<file path="config.mk">
export PLATFORM = sky130hd
export DESIGN_NAME = round_control
export DESIGN_NICKNAME = d
export VERILOG_FILES = /design/src/rtl/round_control.sv
export SDC_FILE = /design/constraint.sdc
export NUM_CORES = 1
export LEC_CHECK = 0
export BUFFER_PORTS_ARGS = -buffer_cell sky130_fd_sc_hd__buf_2
export CAP_MARGIN = 25
export CORE_ASPECT_RATIO = 2
export CORE_MARGIN = 2
export CORE_UTILIZATION = 45
export DETAILED_ROUTE_END_ITERATION = 6
export GPL_TIMING_DRIVEN = 0
export PLACE_DENSITY = 0.64
export SYNTH_ARGS = -nofsm -noshare
export SYNTH_HDL_FRONTEND = slang
export SYNTH_SLANG_ARGS = --single-unit
</file>
<file path="constraint.sdc">
create_clock -name clk -period 6.33 [get_ports clk]
set_input_delay 1.5825 -clock clk [delete_from_list [all_inputs] [get_ports clk]]
set_output_delay 1.5825 -clock clk [all_outputs]
set_load 0.05 [all_outputs]
</file>
<file path="src/rtl/round_control.sv">
// Duck Hunt round/wave sequencer. Launches waves of NUM_DUCKS ducks, spends
// shots, counts hits and escapes, and decides between the next round and
// game over once DUCKS_PER_ROUND ducks have flown.
module round_control #(
  parameter int NUM_DUCKS       = 2,
  parameter int DUCKS_PER_ROUND = 10,
  parameter int SHOTS_PER_WAVE  = 3,
  parameter int PASS_HITS       = 6,
  parameter int FLY_FRAMES      = 300,
  parameter int MAX_ROUND       = 99,
  localparam int SW = $clog2(SHOTS_PER_WAVE + 1),
  localparam int DW = $clog2(DUCKS_PER_ROUND + 1),
  localparam int TW = $clog2(FLY_FRAMES + 1)
) (
  input  logic                 clk,
  input  logic                 reset,
  input  logic                 start,
  input  logic                 frame_tick,
  input  logic                 trigger,
  input  logic [NUM_DUCKS-1:0] hit,
  input  logic [NUM_DUCKS-1:0] offscreen,
  output logic                 new_duck,
  output logic [NUM_DUCKS-1:0] launch_mask,
  output logic [NUM_DUCKS-1:0] duck_active,
  output logic                 escape,
  output logic [SW-1:0]        shots_left,
  output logic [DW-1:0]        ducks_done,
  output logic [DW-1:0]        hits,
  output logic [6:0]           round_num,
  output logic                 game_over,
  output logic [2:0]           state
);

  typedef enum logic [2:0] {
    S_IDLE      = 3'd0,
    S_LAUNCH    = 3'd1,
    S_FLY       = 3'd2,
    S_ESCAPE    = 3'd3,
    S_TALLY     = 3'd4,
    S_ROUND_END = 3'd5,
    S_GAME_OVER = 3'd6
  } state_t;

  state_t          st;
  logic [TW-1:0]   timer;

  // FLY-cycle post-update values; exit decisions use these, not the old regs
  logic                 fire;
  logic [NUM_DUCKS-1:0] kills;
  logic [NUM_DUCKS-1:0] fly_active;
  logic [NUM_DUCKS-1:0] esc_active;
  logic [DW-1:0]        kill_cnt;
  logic [DW-1:0]        hits_fly;
  logic [SW-1:0]        shots_fly;
  logic [TW-1:0]        timer_fly;
  logic                 round_pass;
  logic [6:0]           round_inc;

  // Next-value arithmetic for shots, kills, timer and escapes
  always_comb begin
    fire       = trigger && (shots_left != '0);
    kills      = fire ? (hit & duck_active) : '0;
    fly_active = duck_active & ~kills;
    esc_active = duck_active & ~offscreen;
    kill_cnt   = '0;
    for (int i = 0; i < NUM_DUCKS; i++)
      if (kills[i]) kill_cnt = kill_cnt + DW'(1);
    hits_fly   = hits + kill_cnt;
    shots_fly  = shots_left - SW'(fire);
    timer_fly  = timer + TW'(frame_tick);
    round_pass = hits >= DW'(PASS_HITS);
    round_inc  = (round_num < 7'(MAX_ROUND)) ? round_num + 7'd1 : round_num;
  end

  // Sequencer: state plus all registered counters and masks
  always_ff @(posedge clk) begin
    if (reset) begin
      st          <= S_IDLE;
      launch_mask <= '0;
      duck_active <= '0;
      shots_left  <= '0;
      ducks_done  <= '0;
      hits        <= '0;
      round_num   <= '0;
      timer       <= '0;
    end else begin
      case (st)
        S_IDLE: begin
          launch_mask <= '0;
          duck_active <= '0;
          shots_left  <= '0;
          ducks_done  <= '0;
          hits        <= '0;
          round_num   <= '0;
          timer       <= '0;
          if (start) begin
            round_num   <= 7'd1;
            st          <= S_LAUNCH;
            launch_mask <= '1;
            duck_active <= '1;
            shots_left  <= SW'(SHOTS_PER_WAVE);
            ducks_done  <= DW'(NUM_DUCKS);
          end
        end
        S_LAUNCH: st <= S_FLY;
        S_FLY: begin
          duck_active <= fly_active;
          hits        <= hits_fly;
          shots_left  <= shots_fly;
          timer       <= timer_fly;
          // a kill on the last shot or timeout frame still counts as cleared
          if (fly_active == '0)
            st <= S_TALLY;
          else if (shots_fly == '0 || timer_fly >= TW'(FLY_FRAMES))
            st <= S_ESCAPE;
        end
        S_ESCAPE: begin
          duck_active <= esc_active;
          if (esc_active == '0) st <= S_TALLY;
        end
        S_TALLY: begin
          if (ducks_done == DW'(DUCKS_PER_ROUND)) begin
            st <= S_ROUND_END;
          end else begin
            st          <= S_LAUNCH;
            launch_mask <= '1;
            duck_active <= '1;
            shots_left  <= SW'(SHOTS_PER_WAVE);
            timer       <= '0;
            ducks_done  <= ducks_done + DW'(NUM_DUCKS);
          end
        end
        S_ROUND_END: begin
          if (round_pass) begin
            round_num   <= round_inc;
            hits        <= '0;
            st          <= S_LAUNCH;
            launch_mask <= '1;
            duck_active <= '1;
            shots_left  <= SW'(SHOTS_PER_WAVE);
            timer       <= '0;
            ducks_done  <= DW'(NUM_DUCKS);
          end else begin
            st <= S_GAME_OVER;
          end
        end
        S_GAME_OVER: begin
          // counters stay frozen for the score display until restart
          if (start) begin
            st          <= S_IDLE;
            launch_mask <= '0;
            duck_active <= '0;
            shots_left  <= '0;
            ducks_done  <= '0;
            hits        <= '0;
            round_num   <= '0;
            timer       <= '0;
          end
        end
        default: begin
          st          <= S_IDLE;
          launch_mask <= '0;
          duck_active <= '0;
          shots_left  <= '0;
          ducks_done  <= '0;
          hits        <= '0;
          round_num   <= '0;
          timer       <= '0;
        end
      endcase
    end
  end

  // State-decoded outputs
  assign state     = st;
  assign new_duck  = (st == S_LAUNCH);
  assign escape    = (st == S_ESCAPE);
  assign game_over = (st == S_GAME_OVER);

endmodule

</file>
==> results of run 1 <==
per-layer routing:
layer	part of all wire	track usage	wire length [microns]	up-vias
met5	0	0	0	-
met2	0.54	0.424	2710	51
met3	0.041	0.0295	204	13
li1	-	-	-	957
met4	0.036	0.125	181	0
met1	0.38	0.219	1900	903
sequential cells by signal, summed over array words and instances (netlist names):
name and flops:
round_num 7, duck_active 2, shots_left 2, timer 9
hits 4, ducks_done 3, state 3, launch_mask 1
worst min-delay path: cells and delay by family (launching register included):
kind | cells | cell delay, ns
AOI/OAI and AO/OA | 1 | 0.05
DFF | 1 | 0.32
and+or+nand+nor | 1 | 0.05
kinds of logic (layout without fill, tap and decap cells):
| kind of cell | after synthesis | after routing | share of synthesized area |
|---|---|---|---|
| AND/OR/NAND/NOR | 105 | 105 | 0.276 |
| AO/OA/AOI/OAI | 65 | 65 | 0.239 |
| flip-flops | 31 | 31 | 0.327 |
| buffers and inverters | 19 | 61 | 0.0455 |
| adder cells (fa/ha/maj) | 9 | 9 | 0.0633 |
| XOR/XNOR | 8 | 8 | 0.0369 |
| multiplexers | 2 | 2 | 0.0105 |
| other | 1 | 1 | 0.00198 |
final cells by class:
cell class                 count  area (sq um)
buffer                        11          56.3
clock buffer                   6          82.6
clock inverter                 2          35.0
fill                         429          1840
inverter                       8          30.0
multi-input combinational    190          1190
sequential                    31           621
tap                           52          65.1
timing repair buffer          34           170
where the power goes:
part           total, mW  leakage (nW)  switching, mW  internal [mW]
registers          0.262         0.251         0.0362          0.226
logic              0.544         0.676          0.382          0.162
clock network      0.209        0.0612         0.0813          0.127
worst max path at each step:
stage	endpoint	startpoint
3_5_place_dp	hits[2]	trigger
3_3_place_gp	state[0]	frame_tick
4_1_cts	escape	state[1]
6_report	escape	state[1]
5_1_grt	escape	state[1]
2_1_floorplan	new_duck	state[0]
placed cells by master (no fill, tap or decap), drive strengths merged, types with 2 or more instances in the layout:
cell type  synthesis  final
buf                8     42
nor2              37     37
dfxtp             31     31
nand2             22     22
a21oi             20     20
o21ai             10     10
clkbuf             3      9
inv                8      8
nor3               8      8
ha                 8      8
nand3              7      7
a22oi              6      6
nand4              5      5
and3               4      4
a31oi              4      4
xor2               4      4
xnor2              4      4
nor3b              4      4
nand2b             3      3
o211ai             3      3
o31ai              3      3
o21a               2      2
and2               2      2
nor2b              2      2
or3                2      2
nor4               2      2
mux2i              2      2
a311oi             2      2
nand3b             2      2
a211oi             2      2
nand4b             2      2
o221ai             2      2
per-stage QoR:
step	power [mW]	hold slack (ns)	worst slack (ns)	utilization	instance area, sq um
2_1_floorplan	0.680	0.461	2.62	-	1900
3_3_place_gp	0.809	0.460	2.94	0.522	2130
3_5_place_dp	0.809	0.462	2.89	0.522	2130
4_1_cts	1.02	0.472	3.02	0.551	2250
5_1_grt	1.08	0.490	2.93	0.551	2250
6_report	1.01	0.467	3.02	0.551	2250
==> reports/metrics.cfg, run 1 <==
[clock_tree]
root_buffer = clkbuf_8
htree_levels = 2
cts_hold_buf = 0
cts.clk_slew.worst_paths_ns = 0.07
post_cts_buffers = 0
clock_latency_ns = 0.29
cts_buffers = 5
clock-sinks = 31
cts_tree = done
max-clock-path-buffers = 2
cts_resized = 0

[floorplanning]
start_util = 0.464
fp.dieArea_sq_um = 4790
die_h_microns = 95.8
rows = 33
die_w_microns = 49.9
fp.coreArea_sq_um = 4090
io_pins = 36

[worst_setup_path]
cp_slowest_cell = dfxtp_1
r2r-end = hits[2]
path_depth = 5
path_buf_inv = 4
crit_path_frequent_cell = buf_2
cpLargestDelayFamily = buffers and inverters
path_max_fanout = 10
reg2regPathDepth = 8
crit_chain = buf_2 > buf_2 > nand3_1 > inv_1 > buf_2
end_kind = output port
ff2ff_setup_slack_ns = 4.15
cp-start-kind = flip-flop
cpPeakStageDelay_ns = 0.35
required_ns = 4.75
arrival_ns = 1.73
r2r_start = shots_left[1]
crit_type = reg2out

[grt]
grt_max_degree = 11
antenna_found_initial = 0
grt_pass1_vias = 1852
grt-ovfl-total = 0
grt_usage = 0.220
grt_pass1_wl_mm = 8.11

[route]
vias = 1924
drtIter0Drc = 39
drt-vias-per-instance = 5.76
totalWireLength_mm = 5.00
final_antenna_net_count = 0
drc_errors = 0
wire_per_inst_microns = 15.0
firstDrtPassIters = 4

[synthesis]
yosys.cell_count.top_type = nor2_1
synth_area_leaders = dfxtp_1 (33%), nor2_1 (7.3%), a21oi_1 (5.3%)
yosysWarningCount = 0
synthCells = 240
avgSynthCellArea_sq_um = 7.91
synth_top_area_frac = 0.327
synth_top_area_cell = dfxtp_1
synth_flop_cell = dfxtp_1
ys_async_sr_fraction = 0
syn-cell-area_sq_um = 1900
synth_edf_count = 0
ys_types = 56
synth_seq_cells = 31
syn_nets = 258
ys_seq_area_frac = 0.327
ys_top_cells_by_count = nor2_1 (37), dfxtp_1 (31), nand2_1 (21)

[layout]
drive_above_1_share = 0.213
fin_nets = 299
antennaDiodeCount = 0
syn2layout_area_growth_pct = 18.6
instances_no_fill = 334

[hold_path]
min_path_cells = 2
min_path_type = reg2reg
hold_start = launch_mask[0]
hold_end = launch_mask[0]

[pwr]
power.leakage_nw = 0.989
peakVddDrop_mv = 0.201
cellPowerDensity_nw_per_um2 = 451

[timing]
rsz0062_at_grt = false
worst_slew_pin_slew_ns = 0.531
finalSetupViolCount = 0
finClkSkew_ns = 0.00809
slew_violations = 0
min_period_ns = 3.31
maxSlewHeadroom = 0.646
finalSetupTns_ns = 0
hold_viol = 0
fmax_ghz = 0.302
period_share = 0.524

[placed_design]
routabilityCongestion = 0.952
port_buffers = 34
hpwlAfterDp_mm = 3.80
place_inst = 326

[outcome]
status = complete, no violations

[flow_run]
drv_cap = 0

Power figures use the tool's default switching activity.
==> run 2: changes to the inputs <==
--- a/config.mk
+++ b/config.mk
@@ -12,7 +12,7 @@
 export CORE_UTILIZATION = 45
 export DETAILED_ROUTE_END_ITERATION = 6
 export GPL_TIMING_DRIVEN = 0
-export PLACE_DENSITY = 0.64
+export PLACE_DENSITY = 0.67
 export SYNTH_ARGS = -nofsm -noshare
 export SYNTH_HDL_FRONTEND = slang
 export SYNTH_SLANG_ARGS = --single-unit
==> constraint.sdc (replaced) <==
create_clock -name clk -period 2.8 [get_ports clk]
set_input_delay 0.7 -clock clk [delete_from_list [all_inputs] [get_ports clk]]
set_output_delay 0.7 -clock clk [all_outputs]
set_load 0.05 [all_outputs]
==> run 2 against run 1 <==
Combinational power is 130% higher. Worst setup slack worse by 2.6 ns. Largest cell class unchanged. Global-route usage is 0.20 points lower. Critical path depth stayed put. Critical endpoint unchanged. Die area stayed put. Final area is 0.22% higher. Non-clock buffer count stayed put. Cell count stayed put. Core utilization is 0.12 points higher. Sequential power is 130% higher.
==> reports/metrics.cfg, run 2 (synthesized netlist as in run 1, its figures left out) <==
[outcome]
status = complete, no violations  ; unchanged

[worst_setup_path]
crit_start = state[1]  ; unchanged
path_buf_inv = 4  ; unchanged
r2r-end = hits[2]  ; unchanged
required_ns = 2.10  ; was 4.75 ns
crit_type = reg2out  ; unchanged
crit_chain = buf_2 > buf_2 > nand3_1 > inv_1 > buf_2  ; unchanged
cpPeakStageDelay_ns = 0.36  ; was 0.35 ns
reg2regPathDepth = 8  ; unchanged
cp-start-kind = flip-flop  ; unchanged
path_depth = 5  ; unchanged
ff2ff_setup_slack_ns = 0.66  ; was 4.15 ns
cpLargestDelayFamily = buffers and inverters  ; unchanged
end_kind = output port  ; unchanged
r2r_start = shots_left[1]  ; unchanged
endpoint = escape  ; unchanged
path_max_fanout = 10  ; unchanged
cp_slowest_cell = dfxtp_1  ; unchanged
crit_path_frequent_cell = buf_2  ; unchanged
arrival_ns = 1.73  ; about the same

[placed_design]
pre_cts_ws_ns = 0.266  ; was 2.89 ns
hpwlAfterDp_mm = 3.77  ; was 3.80 mm
routabilityCongestion = 0.917  ; was 0.952
port_buffers = 34  ; unchanged

[route]
drc_errors = 0  ; unchanged
final_antenna_net_count = 0  ; unchanged
vias = 1940  ; was 1,924
drt-vias-per-instance = 5.81  ; was 5.76
wire_per_inst_microns = 14.9  ; was 15.0 microns
firstDrtPassIters = 6  ; was 4
totalWireLength_mm = 4.98  ; was 5.00 mm
drtIter0Drc = 40  ; was 39

[grt]
grt_usage = 0.218  ; was 0.220
antenna_found_initial = 0  ; unchanged
grt-ovfl-total = 0  ; unchanged
grt_pass1_wl_mm = 7.95  ; was 8.11 mm
grt_pass1_vias = 1789  ; was 1,852
grt_max_degree = 11  ; unchanged

[pwr]
p_int_mw = 1.17  ; was 0.515 mW
power.leakage_nw = 0.990  ; was 0.989 nW
p_sw_mw = 1.13  ; was 0.499 mW
peakVddDrop_mv = 0.637  ; was 0.201 mV
power_frac_seq = 0.258  ; about the same
p_sw_frac = 0.493  ; was 0.492
cellPowerDensity_nw_per_um2 = 1020  ; was 451 nW/um^2
pwr-share-clk = 0.204  ; was 0.206
fin_total_pwr_mw = 2.30  ; was 1.01 mW
p_comb_frac = 0.538  ; was 0.536

[clock_tree]
cts_resized = 0  ; unchanged
post_cts_buffers = 0  ; unchanged
cts.clk_slew.worst_paths_ns = 0.07  ; about the same
root_buffer = clkbuf_8  ; unchanged
cts_buffers = 5  ; unchanged
htree_levels = 2  ; unchanged
cts_hold_buf = 0  ; unchanged
cts_tree = done  ; unchanged
clock_latency_ns = 0.28  ; was 0.29 ns
max-clock-path-buffers = 2  ; unchanged
clock-sinks = 31  ; unchanged

[timing]
fmax_ghz = 0.411
slew_violations = 0  ; unchanged
finalSetupTns_ns = 0  ; unchanged
hold_viol = 0  ; unchanged
finalSetupViolCount = 0  ; unchanged
worst_slew_pin_slew_ns = 0.537  ; was 0.531 ns
setup_ws_ns = 0.367  ; was 3.02 ns
period_share = 0.869
maxSlewHeadroom = 0.642  ; was 0.646
rsz0062_at_grt = false  ; unchanged
finClkSkew_ns = 0.00458  ; was 0.00809 ns
min_period_ns = 2.43

[layout]
drive_above_1_share = 0.216  ; was 0.213
largest_reg_flops = 9  ; unchanged
final_common_cell = buf_2  ; unchanged
antennaDiodeCount = 0  ; unchanged
regMostFlops = timer  ; unchanged
final_cell_mix = buf_2 (40), nor2_1 (37), dfxtp_1 (31), nand2_1 (21), a21oi_1 (20)  ; unchanged
reg_top3 = timer: 9 flops, round_num: 7 flops, hits: 4 flops  ; unchanged
fin_nets = 299  ; unchanged
syn2layout_area_growth_pct = 18.9  ; was 18.6%

[floorplanning]
fp.coreArea_sq_um = 4090  ; unchanged
fp.dieArea_sq_um = 4790  ; unchanged
die_w_microns = 49.9  ; unchanged
rows = 33  ; unchanged
io_pins = 36  ; unchanged
start_util = 0.464  ; unchanged
die_h_microns = 95.8  ; unchanged

[hold_path]
min_path_type = reg2reg  ; unchanged
hold_start = launch_mask[0]  ; unchanged

[flow_run]
drv_cap = 0  ; unchanged

[run 2: cell counts in the layout (fill, tap and decap cells not counted)]
Identical to the previous run, type by type.
[run 2: worst min-delay path by stage]
stage	to	slack (ns)	cells past startpoint
floorplan	timer[7]	0.46	1
global placement	launch_mask[0]	0.46	2
detailed placement	launch_mask[0]	0.47	2
CTS	launch_mask[0]	0.48	2
global route	launch_mask[0]	0.51	2
finish	launch_mask[0]	0.48	2
[run 2: tightest hold or removal path, stage by stage (launching register included)]
cell,delay [ns]
dfxtp_1,0.32
nand2_1,0.06
a21oi_1,0.05
[run 2: layer usage]
layer,share of wire,track usage,vias up
li1,-,-,958
met1,0.39,0.211,929
met2,0.55,0.429,43
met3,0.032,0.0357,10
met4,0.029,0.111,0
met5,0,0,-
[run 2: through the flow]
stage | hold WS (ns) | instance area (sq um) | util | instances
2_1_floorplan | 0.461 | 1900 | - | 240
5_1_grt | 0.513 | 2260 | 0.552 | 334
3_5_place_dp | 0.471 | 2140 | 0.523 | 326
3_3_place_gp | 0.462 | 2140 | 0.523 | 326
6_report | 0.482 | 2260 | 0.552 | 334
4_1_cts | 0.482 | 2260 | 0.552 | 334
[run 2: final cells by class]
| type | count | area (sq um) |
|---|---|---|
| plain buffers | 11 | 56.3 |
| clock buffers | 6 | 82.6 |
| clock inverters | 2 | 35.0 |
| fillers | 411 | 1830 |
| inverters | 8 | 30.0 |
| multi-input cells | 190 | 1200 |
| flip-flops and latches | 31 | 621 |
| well taps | 52 | 65.1 |
| repair buffers | 34 | 170 |
[run 2: power by group through the flow]
stage                     combinational, mW  clock [mW]  sequential (mW)
after floorplan                       0.730           0            0.812
after global placement                 1.22           0            0.604
after detailed placement               1.23           0            0.603
after CTS                              1.23       0.471            0.593
after global routing                   1.34       0.488            0.608
final                                  1.24       0.468            0.594
